$ cat config.mk
export PLATFORM = sky130hd
export DESIGN_NAME = sequence_detector_param_moore
export DESIGN_NICKNAME = d
export VERILOG_FILES = /design/src/rtl/sequence_detector_param_moore.sv
export SDC_FILE = /design/constraint.sdc
export NUM_CORES = 1
export LEC_CHECK = 0
export ABC_CLOCK_PERIOD_IN_PS = 2700
export CAP_MARGIN = 15
export CORE_MARGIN = 4
export CORE_UTILIZATION = 40
export CTS_CLUSTER_DIAMETER = 200
export DETAILED_ROUTE_END_ITERATION = 8
export PLACE_DENSITY = 0.65
export SYNTH_ARGS = -nofsm -noshare
export SYNTH_HDL_FRONTEND = slang
export SYNTH_SLANG_ARGS = --single-unit
$ cat constraint.sdc
create_clock -name clk -period 2.7 [get_ports clk]
set_clock_uncertainty 0.05 [all_clocks]
set_input_delay 0.27 -clock clk [delete_from_list [all_inputs] [get_ports clk]]
set_output_delay 0.27 -clock clk [all_outputs]
set_load 0.1 [all_outputs]
$ cat src/rtl/sequence_detector_param_moore.sv
// Parametrised Moore serial-pattern detector.
// The state is the length of the pattern prefix currently matched (0..SEQ_LEN).
// Each consumed bit runs a KMP-style search over the recent history, so fallback
// after a mismatch lands on the longest prefix that is still alive.
// Overlap or non-overlap matching is selected at runtime.
// Matches are counted in a saturating counter.
module sequence_detector_param_moore #(
  parameter int unsigned          SEQ_LEN     = 4,
  parameter logic [SEQ_LEN-1:0]   RST_PATTERN = 4'b1101,
  parameter logic                 RST_OVERLAP = 1'b0,
  parameter int unsigned          CNT_W       = 8
) (
  input  logic               clk,
  input  logic               reset,
  input  logic               din,
  input  logic               din_valid,
  input  logic               cfg_load,
  input  logic [SEQ_LEN-1:0] cfg_pattern,
  input  logic               cfg_overlap,
  input  logic               cnt_clr,
  output logic               dout,
  output logic               busy,
  output logic [CNT_W-1:0]   match_cnt
);

  localparam int unsigned      SW      = $clog2(SEQ_LEN + 1);
  localparam logic [SW-1:0]    FULL    = SW'(SEQ_LEN);
  localparam logic [CNT_W-1:0] CNT_MAX = {CNT_W{1'b1}};

  logic [SW-1:0]      state_r;
  logic [SW-1:0]      next_s;
  logic [SEQ_LEN-2:0] hist_r;
  logic [SEQ_LEN-1:0] pat_r;
  logic               ovl_r;
  logic               dout_r;
  logic               busy_r;
  logic [CNT_W-1:0]   cnt_r;
  logic [CNT_W-1:0]   cnt_next_s;
  logic [SEQ_LEN-1:0] window_s;
  logic               consume_s;
  int unsigned        lim_s;

  // True when the newest k bits of the window (window[k-1] oldest) equal the
  // first k pattern bits (pattern[SEQ_LEN-1] is received first). Shifting both
  // operands to the top of the vector avoids variable part-selects.
  function automatic logic prefix_match(input logic [SEQ_LEN-1:0] window,
                                        input logic [SEQ_LEN-1:0] pattern,
                                        input int unsigned        k);
    logic [SEQ_LEN-1:0] mask;
    logic [SEQ_LEN-1:0] aligned;
    mask    = {SEQ_LEN{1'b1}} << (SEQ_LEN - k);
    aligned = window << (SEQ_LEN - k);
    return ((aligned ^ pattern) & mask) == {SEQ_LEN{1'b0}};
  endfunction

  // Next prefix length: the longest pattern prefix that ends at the incoming bit,
  // bounded by one more than the usable current length.
  always_comb begin
    window_s  = {hist_r, din};
    consume_s = din_valid & ~cfg_load;
    next_s    = {SW{1'b0}};
    if ((state_r == FULL) && !ovl_r) begin
      lim_s = 32'd1;
    end else begin
      lim_s = 32'(state_r) + 32'd1;
    end
    if (lim_s > SEQ_LEN) begin
      lim_s = SEQ_LEN;
    end else begin
      lim_s = lim_s;
    end
    for (int unsigned k = 1; k <= SEQ_LEN; k++) begin
      if ((k <= lim_s) && prefix_match(window_s, pat_r, k)) begin
        next_s = SW'(k);
      end else begin
        next_s = next_s;
      end
    end
  end

  // Next match count: clear beats a coincident match; saturates instead of wrapping.
  always_comb begin
    cnt_next_s = cnt_r;
    if (cnt_clr) begin
      cnt_next_s = {CNT_W{1'b0}};
    end else if (consume_s && (next_s == FULL) && (cnt_r != CNT_MAX)) begin
      cnt_next_s = cnt_r + {{(CNT_W-1){1'b0}}, 1'b1};
    end else begin
      cnt_next_s = cnt_r;
    end
  end

  // Detector state, history and configuration. Flags are registered from the next state.
  always_ff @(posedge clk or posedge reset) begin
    if (reset) begin
      state_r <= {SW{1'b0}};
      hist_r  <= {(SEQ_LEN-1){1'b0}};
      pat_r   <= RST_PATTERN;
      ovl_r   <= RST_OVERLAP;
      dout_r  <= 1'b0;
      busy_r  <= 1'b0;
    end else if (cfg_load) begin
      state_r <= {SW{1'b0}};
      hist_r  <= {(SEQ_LEN-1){1'b0}};
      pat_r   <= cfg_pattern;
      ovl_r   <= cfg_overlap;
      dout_r  <= 1'b0;
      busy_r  <= 1'b0;
    end else if (din_valid) begin
      state_r <= next_s;
      hist_r  <= window_s[SEQ_LEN-2:0];
      dout_r  <= (next_s == FULL);
      busy_r  <= (next_s != {SW{1'b0}}) && (next_s != FULL);
    end else begin
      state_r <= state_r;
      hist_r  <= hist_r;
      dout_r  <= dout_r;
      busy_r  <= busy_r;
    end
  end

  // Saturating match counter.
  always_ff @(posedge clk or posedge reset) begin
    if (reset) begin
      cnt_r <= {CNT_W{1'b0}};
    end else begin
      cnt_r <= cnt_next_s;
    end
  end

  assign dout      = dout_r;
  assign busy      = busy_r;
  assign match_cnt = cnt_r;

endmodule
* Word level (Yosys, flattened, before mapping)
Index checks and enable logic that the tools add are counted.
** Word-level totals
- Bits of input ports :: 11
- Logic and storage cells :: 56
- Register bits :: 21
- Output and inout port bits :: 10
** Operators by class
- Order comparisons :: 5
- Mux-type cells :: 16
- Bitwise operators :: 6
- Reductions and logical operators :: 16
- Add/sub/neg operators :: 2
- Equal/unequal tests :: 4
** Operators by type and width (count)
- > comparator 32 x 3 -> 1 bit (second input constant) :: 1
- <= comparator 1 x 32 -> 1 bit (first input constant) :: 1
- zero test 4 bit :: 4
- 2-to-1 mux 8 bit :: 2
- XOR 4 bit :: 4
- 2-to-1 mux 3 bit :: 5
- adder 8 x 1 -> 8 bit (second input constant) :: 1
- <= comparator 2 x 4 -> 1 bit (first input constant) :: 2
- logical AND 1 bit :: 8
- 2-to-1 mux 4 bit :: 2
- inequality test 8 bit (second input constant) :: 1
- equality test 3 bit (second input constant) :: 2
- 2-to-1 mux 1 bit :: 5
- adder 3 x 1 -> 4 bit (second input constant) :: 1
- <= comparator 3 x 4 -> 1 bit (first input constant) :: 1
- 2-to-1 mux 2 bit :: 2
- nonzero test 2 bit :: 2
- inequality test 3 bit (second input constant) :: 1
- nonzero test 3 bit :: 1
- AND 1 bit :: 1
- zero test 1 bit :: 1
- inverter 1 bit :: 1

* Longest topological paths before layout
Gate-level depths: netlist (run 1).
- Word-level depth :: 16
- Depth in mapped cells :: 8
- Mapped depth without buffers :: 7

* Worst setup path after synthesis (run 1)
No wires, ideal clock.
- Path kind :: register to register
- Start :: reg cnt_r[2] (netlist: match_cnt[2])
- End :: reg cnt_r[7] (netlist: match_cnt[7])
- Stages on the path, launching flop included :: 7
- Clock period less this slack :: 2.663 ns
- Setup slack :: 0.037 ns
- Library setup time :: 0.078 ns
- Path buffers :: 1
- Arrival time :: 2.535 ns
- Required time :: 2.572 ns
- Path through :: dfrtp_1 -> and4_1 -> and4_1 -> or4_1 -> buf_2 -> or4_1 -> a21oi_1
** On the way
- Word-level cells in the longest chain between the ends :: 3
- Elaborated cells on any way between the ends :: 6
- Classes of those cells :: 1 x add/sub; 1 x eq/ne; 2 x mux; 2 x reduce/logical
** RTL lines
- from (decl) :: RTL line 37 : logic [CNT_W-1:0] cnt_r;
- from (signal assigned) :: RTL line 125 : cnt_r <= {CNT_W{1'b0}};
- from (signal assigned) :: RTL line 127 : cnt_r <= cnt_next_s;
- adder 8 x 1 -> 8 bit / inequality test 8 bit (equally long branches) :: RTL line 87, 86
- 2-to-1 mux 8 bit / logical AND 1 bit (equally long branches) :: RTL line 86 : end else if (consume_s && (next_s == FULL) && (cnt_r != CNT_MAX)) begin
- 2-to-1 mux 8 bit / nonzero test 2 bit (equally long branches)
Parallel ways exist; a longest one is shown, timed or not. The select of a mux whose other input is x is not followed.
A chain may end at the register's enable or synchronous reset.

* Worst setup path in the final report (run 1)
- Start :: reg state_r[0]
- End :: reg cnt_r[7] (netlist: match_cnt[7])
** On the way
- Word-level cells in the longest chain between the ends :: 15
- Elaborated cells on any way between the ends :: 22
- Classes of those cells :: 1 x add/sub; 5 x order compare; 2 x eq/ne; 6 x mux; 8 x reduce/logical
** RTL lines
- from (decl) :: RTL line 30 : logic [SW-1:0] state_r;
- from (signal assigned) :: RTL line 96 : state_r <= {SW{1'b0}};
- from (signal assigned) :: RTL line 103 : state_r <= {SW{1'b0}};
- from (signal assigned) :: RTL line 110 : state_r <= next_s;
- branches (longest 2 deep; another with adder 3 x 1 -> 4 bit)
- 2-to-1 mux 4 bit (*) :: RTL line 62 : if ((state_r == FULL) && !ovl_r) begin
- > comparator 32 x 3 -> 1 bit :: RTL line 67 : if (lim_s > SEQ_LEN) begin
- 2-to-1 mux 4 bit (*) :: RTL line 67
- <= comparator 1 x 32 -> 1 bit :: RTL line 73 : if ((k <= lim_s) && prefix_match(window_s, pat_r, k)) begin
- logical AND 1 bit :: RTL line 73
- 2-to-1 mux 1 bit :: RTL line 73
- 2-to-1 mux 2 bit (2 in series) :: RTL line 73
- 2-to-1 mux 3 bit (*) :: RTL line 73
- equality test 3 bit (*) :: RTL line 86
- logical AND 1 bit (*) (2 in series) :: RTL line 86
- nonzero test 2 bit (no source line) (*)
Mark *: on every way between the ends.

==> results list, run 1 <==
- Crit path largest cell delay: 0.59 ns
- Synthesis produced a netlist with a net count of 141.
* Synthesized-area fraction occupied by ao, oa, aoi and oai cells: 13.8%
* Largest net degree at the start of global routing: 22
* Initial core utilization: 43.3%
* Critical path depth: 7
- For this design the static power due to leakage is 0.679 nW.
* Count of input and output buffers: 20
- Gates resized during post-CTS repair numbered 0.
- Critical setup path kind: reg -> reg
- The final layout contains routed wiring with a total length of 2480 µm.
- For this run, asynchronously set or reset flops after synthesis account for 100%.
- Seq/Total Area, Yosys: 42.8%
* Final Net Count: 162
* EDFF count, synth: 0
* Final critical delay including setup and external delays: 2.59 ns
- Yosys mapped the design onto 38 distinct sky130hd cell types.
* Via density per instance: 5.46
* Antenna Cells: 0
* Ratio of final minimum period to clock period: 95.7%
- CTS H-tree lvls: 1
- Result of the run: finished clean
- Top delay family on crit path: simple AND/OR/NAND/NOR gates
- Area share of the largest cell type after synthesis: 36.4%
- The tightest min-delay check is of the in -> async type.
- The worst pin sits at a relative slew slack of 45.9%.
- The initial antenna violation count came to 0.
* Largest family of logic cells by synthesized area: simple AND/OR/NAND/NOR gates
- In this run the remaining antenna-violating nets after routing total 0.
- XOR/XNOR Fraction of Synth Area: 7.79%
- Placer Congestion: 0.832
* Cell count after synthesis: 127
* Most common flop cell mapped by yosys: sky130_fd_sc_hd__dfrtp_1
- Buffers added to address setup during post-CTS repair amount to 0.
* Via count of the first global-routing pass: 1,010
- Adder-cell area share of the yosys netlist: 3.04%
* Layout overhead on the synthesized area: 19.1%
* DRC violation count after routing: 0
* Die height: 63.6 µm
* Ratio of cells with drive above 1 in the final layout: 21.8%
- Yosys printed 0 warnings.
* Average detailed-routed wire length per instance: 13.9 µm
- Buffers and inverters on the worst path: 1
- Along the worst path, the maximum fanout reaches 6.
* Worst EP arrival: 2.77 ns
- Setup repair after global routing missed its margin: no
- Horizontal die dimension: 63.6 µm
* Number of fill cells: 284
- Final hold analysis gives a worst-case slack of 0.361 ns.
* Post-Synthesis Mean Instance Area: 9.73 µm²
- Root buffer cell: sky130_fd_sc_hd__clkbuf_4
* Clock latency of the later-clocked register in the worst-skew pair: 0.30 ns
- Placeable core area: 2850 µm²
* Synth area leaders: sky130_fd_sc_hd__dfrtp_1, sky130_fd_sc_hd__dfstp_2, sky130_fd_sc_hd__mux2_2, sky130_fd_sc_hd__xor2_1, sky130_fd_sc_hd__nor2_1
- By count the netlist is led by sky130_fd_sc_hd__dfrtp_1, sky130_fd_sc_hd__nor2_1, sky130_fd_sc_hd__xor2_1.
* CTS clk-pin slew, worst paths: 0.11 ns
- Hold repair after CTS inserted 0 buffers.
- At the worst endpoint, the required time is 2.88 ns.
- TritonCTS built the clock tree.
* Number of optimization iterations in the first detailed-route pass: 4
- Sum Neg Setup Slack: 0 ns
- Worst-case reg-to-reg path depth: 7
* Post-Synth Simple-Gate Area: 19.2%
- IR Drop Worst-Case VDD: 179 µV
- Total vias in the final route: 972
* Top-count cell post-synth: sky130_fd_sc_hd__dfrtp_1
- Detailed router's first-iteration violation count: 79
* Register bit count reported by yosys: 21
* Hold violation count in the final report: 0
* Detail Placement HPWL: 1980 µm
- Launching element type of the critical path: flip-flop
* Largest area contributor in the netlist: sky130_fd_sc_hd__dfrtp_1
* CP max-delay cell: sky130_fd_sc_hd__or4_4
- Post-synthesis mux area share: 8.70%
- Cell row count: 19
- Clock Sinks: 21
- Setup violations remaining at the end of the flow were counted as 0.
- Summed over all layers, the global routing overflow is 0.
- Counting the buffers created by CTS gives 3.
- After synthesis the cells add up to 1240 µm².
* IO Count: 21
- The first global-routing pass estimated 4410 µm of wire.
- Die footprint: 4040 µm²
* Maximum root-to-sink buffer count: 2
* Crit. End Element: flip-flop
- Total power per unit cell area: 416 nW/µm²
- At the pin with the least slew margin, the transition time is 0.811 ns.
- In the global route stage, overall resource usage came out at 13.5%.
* Fin. max-slew vios: 0
- Across the run, the number of max-cap violations was 0.
- Timing would allow up to 387 MHz.
* Ordered list of cells on the worst path: inv_1 -> ha_1 -> and3b_2 -> a211o_1 -> or4_4 -> or4_1 -> a21oi_1
through the flow:
step | std cells | setup slack (ns) | power (mW) | utilization [%] | cell area (µm²)
CTS | 178 | 0.0223 | 0.618 | 51.4 | 1470
detailed placement | 174 | 0.0420 | 0.468 | 50.5 | 1440
floorplan | 127 | 0.0368 | 0.432 | - | 1240
global route | 178 | 0.0507 | 0.649 | 51.6 | 1470
global placement | 174 | 0.141 | 0.465 | 50.5 | 1440
finish | 178 | 0.115 | 0.612 | 51.6 | 1470
routing by layer:
| layer | vias to the layer above | part of all wire [%] | global-route usage [%] |
|---|---|---|---|
| li1 | 495 | - | - |
| met1 | 455 | 46 | 16.3 |
| met2 | 18 | 49 | 23.3 |
| met3 | 4 | 3.6 | 2.66 |
| met4 | 0 | 1.3 | 5.66 |
| met5 | - | 0 | 0 |
sequential cells by signal (all words and copies together) (netlist names):
register   cells
match_cnt      8
ovl_r          1
pat_r          4
busy           1
hist_r         3
dout           1
state_r        3
worst reg2reg max path: stages (launching register included):
cell and delay [ns]:
sky130_fd_sc_hd__dfrtp_2 0.42, sky130_fd_sc_hd__inv_1 0.07, sky130_fd_sc_hd__ha_1 0.21, sky130_fd_sc_hd__and3b_2 0.22, sky130_fd_sc_hd__a211o_1 0.28, sky130_fd_sc_hd__or4_4 0.59, sky130_fd_sc_hd__or4_1 0.51, sky130_fd_sc_hd__a21oi_1 0.16
kinds of logic after synthesis:
kind of cell / count (synthesis)
AOI/OAI and AO/OA: 25
xor gates and xnor gates: 11
adders and majority gates: 3
buffers and inverters: 13
DFF: 21
muxes: 10
and+or+nand+nor: 44
layout make-up:
class / count / area, µm² / area share, %
multi-input combinational: 93 / 653 / 44.4
sequential: 21 / 531 / 36.0
timing repair buffer: 24 / 205 / 13.9
tap: 31 / 38.8 / 2.63
clock buffer: 4 / 26.3 / 1.78
inverter: 5 / 18.8 / 1.27
power by group:
part	leakage, nW	switching [mW]	internal (mW)
logic	0.389	0.0611	0.0538
registers	0.275	0.0155	0.331
clock network	0.0150	0.0927	0.0576
cells in the final DEF (no fill, tap or decap), types with 2 or more instances in the layout:
cell type,Yosys,routed
sky130_fd_sc_hd__xor2_1,7,7
sky130_fd_sc_hd__and4_1,2,2
sky130_fd_sc_hd__o21ai_0,5,5
sky130_fd_sc_hd__nor3_1,6,6
sky130_fd_sc_hd__nand4_1,2,2
sky130_fd_sc_hd__a21oi_1,5,5
sky130_fd_sc_hd__nand3_1,5,5
sky130_fd_sc_hd__mux2_2,6,6
sky130_fd_sc_hd__a21o_1,4,4
sky130_fd_sc_hd__nand2_1,6,6
sky130_fd_sc_hd__nand2b_1,2,2
sky130_fd_sc_hd__dfstp_2,3,3
sky130_fd_sc_hd__nor2_1,11,11
sky130_fd_sc_hd__a31oi_1,2,2
sky130_fd_sc_hd__o31ai_1,2,2
sky130_fd_sc_hd__clkbuf_4,0,3
sky130_fd_sc_hd__xnor2_1,4,4
sky130_fd_sc_hd__clkdlybuf4s50_1,0,10
sky130_fd_sc_hd__mux2i_1,4,4
sky130_fd_sc_hd__buf_4,0,14
sky130_fd_sc_hd__or4_1,3,2
sky130_fd_sc_hd__nor2b_1,2,2
sky130_fd_sc_hd__inv_1,5,5
sky130_fd_sc_hd__dfrtp_1,18,17
sky130_fd_sc_hd__ha_1,3,3
path summary, 6_finish.rpt:
| kind | from | endpoint | slack, ns |
|---|---|---|---|
| hold / removal | reset | pat_r[1] | 0.36 |
| setup reg to reg | state_r[0] | match_cnt[7] | 0.11 |
| min in group clk | dout | dout | 0.46 |
| hold reg to reg | dout | dout | 0.46 |
| max in group asynchronous | reset | state_r[0] | 1.68 |
| setup / recovery | state_r[0] | match_cnt[7] | 0.11 |
Power figures use the tool's default switching activity.
==> run 2, diff against run 1 <==
Settings changed: PLACE_DENSITY 0.65 to 0.62, SKIP_CTS_REPAIR_TIMING from default to 1.
==> run 2 against run 1 <==
Net effect:
- via count unchanged
- hold slack better by 0.0025 ns
- total power fell by 0.15%
- highest routed layer unchanged
- clock power hardly changed
==> results list, run 2 (synthesis results as in run 1) <==
- The number of hold violations in the final report was 0.
- Compared with the post-synthesis result, the final layout area differs by 19.1%.
* Ratio of final minimum period to clock period: 95.2%
- After detailed routing, the number of remaining DRC violations is 0.
- CP required: 2.88 ns
- Horizontal die dimension: 63.6 µm
- The via count of the first global-routing pass came to 1,018.
- The clock net in this run drives a total of 21 sinks.
- The first routing iteration left 38 violations.
- For this design the static power due to leakage is 0.679 nW.
- The die covers 4040 µm².
- Summed over all layers, the routed wires come to 2520 µm.
* Worst EP arrival: 2.75 ns
* Destination of the worst register-to-register timing path: match_cnt[7]
- Commonest non-fill, non-tap cells in the layout: sky130_fd_sc_hd__dfrtp_1, sky130_fd_sc_hd__buf_4, sky130_fd_sc_hd__nor2_1, sky130_fd_sc_hd__clkdlybuf4s50_1, sky130_fd_sc_hd__xor2_1
- Overall power consumption after layout is estimated at 611 µW.
* Average detailed-routed wire length per instance: 14.1 µm
* Actual slew at the worst max-slew pin: 0.813 ns
- Flop-to-flop setup slack: 0.13 ns
- The congestion estimate from routability-driven global placement came to 0.808.
* Max FFs per register: 8
* Placeable core area: 2850 µm²
- Once detailed placement completed, the half-perimeter wirelength came to 1950 µm.
- Initial core utilization: 43.3%
- The first global-routing pass estimated 4430 µm of wire.
- Via density per instance: 5.46
- 0 antenna diodes ended up in the layout.
* CTS clk-pin slew, worst paths: 0.11 ns
- CTS H-tree lvls: 1
* TritonCTS clock tree: yes
- STA classifies the critical path endpoint as a flip-flop.
- The later pin in the worst-skew pair is clocked with a latency of 0.30 ns.
- The worst setup path is launched from a flip-flop.
- Antenna violation net count after detailed routing: 0
* Ratio of cells with drive above 1 in the final layout: 21.8%
- Cell row count: 19
- Worst flop-to-flop path startpoint: state_r[0]
- Largest net degree at the start of global routing: 22
- Setup violations remaining at the end of the flow were counted as 0.
- Counting the buffers created by CTS gives 3.
* Final critical delay including setup and external delays: 2.57 ns
- Maximum root-to-sink buffer count: 2
* Root buffer cell: sky130_fd_sc_hd__clkbuf_4
* Largest fanout on the critical path: 6
* Worst setup margin: 0.129 ns
- Setup repair after global routing missed its margin: no
- The worst-case IR drop observed on VDD is 304 µV.
- Global routing finished with a remaining overflow of 0.
- In this run the worst hold path is classified as in -> async.
- Fill cells in the final layout number 270.
* Result of the run: finished clean
- Sum Neg Setup Slack: 0 ns
- For this run, the post-layout net count is 162.
- Dividing total power by cell area gives a power density of 415 nW/µm².
- Number of antenna violations at the first check in global routing: 0
- The critical path is of the reg -> reg type.
* Worst-case reg-to-reg path depth: 6
* Count of input and output buffers: 20
- The library cell used most frequently in the layout, excluding fill and tap cells, is sky130_fd_sc_hd__dfrtp_1.
* Total vias in the final route: 972
- Die height: 63.6 µm
- The number of slew-limit violations in the final report came to 0.
* Setup slack at placement: 0.0536 ns
* CP Capture Point: match_cnt[7]
- Headroom to the max-slew limit came out at 45.8%.
- Number of optimization iterations in the first detailed-route pass: 4
* GRT Util Overall: 13.4%
- Highest attainable clock frequency: 389 MHz
- Tracing the worst setup path back leads to its startpoint at state_r[0].
- Max-Cap Viols: 0
- IO Count: 21
run 2: stage by stage:
step	hold slack, ns	instance area (µm²)	instances	util, %
after global routing	0.422	1470	178	51.6
after CTS	0.369	1470	178	51.4
after floorplan	0.194	1240	127	-
final	0.363	1470	178	51.6
after detailed placement	0.419	1440	174	50.5
after global placement	0.417	1440	174	50.5
run 2: worst min path at each step:
stage           from  cells after the start  slack, ns         to
2_1_floorplan  reset                      1       0.19       busy
6_report       reset                      2       0.36  hist_r[2]
3_3_place_gp    dout                      1       0.42       dout
4_1_cts        reset                      2       0.37  hist_r[2]
3_5_place_dp    dout                      1       0.42       dout
5_1_grt        reset                      2       0.42  hist_r[2]
run 2: worst max-delay path, cell delays in order, from the launching register on:
cell	delay, ns
sky130_fd_sc_hd__dfrtp_2	0.46
sky130_fd_sc_hd__ha_1	0.23
sky130_fd_sc_hd__and2_4	0.19
sky130_fd_sc_hd__a211o_1	0.33
sky130_fd_sc_hd__or4_4	0.58
sky130_fd_sc_hd__or4_1	0.51
sky130_fd_sc_hd__a21oi_1	0.15
run 2: power by group:
group          internal, mW  switching (mW)  total, mW
combinational        0.0538          0.0615      0.115
sequential            0.331          0.0157      0.347
clock                0.0575          0.0913      0.149
total                 0.443           0.168      0.611
run 2: area by class of cell:
| type | count | area [µm²] | area share [%] |
|---|---|---|---|
| inverter | 5 | 18.8 | 1.27 |
| tap | 31 | 38.8 | 2.63 |
| sequential | 21 | 531 | 36.0 |
| timing repair buffer | 24 | 205 | 13.9 |
| multi-input combinational | 93 | 653 | 44.4 |
| clock buffer | 4 | 26.3 | 1.78 |
run 2: metal layers:
| layer | share of wire, % | global-route usage (%) | wire [µm] | up-vias |
|---|---|---|---|---|
| met3 | 3.9 | 3.20 | 97 | 2 |
| met5 | 0 | 0 | 0 | - |
| met4 | 0.56 | 2.43 | 14 | 0 |
| met1 | 49 | 17.1 | 1220 | 455 |
| li1 | - | - | - | 494 |
| met2 | 47 | 23.1 | 1180 | 21 |
==> run 3, diff against run 2 <==
Settings changed: SLEW_MARGIN from default to 10.
==> results of run 3 <==
Final layout, timing and power as in run 2 (identical DEF).
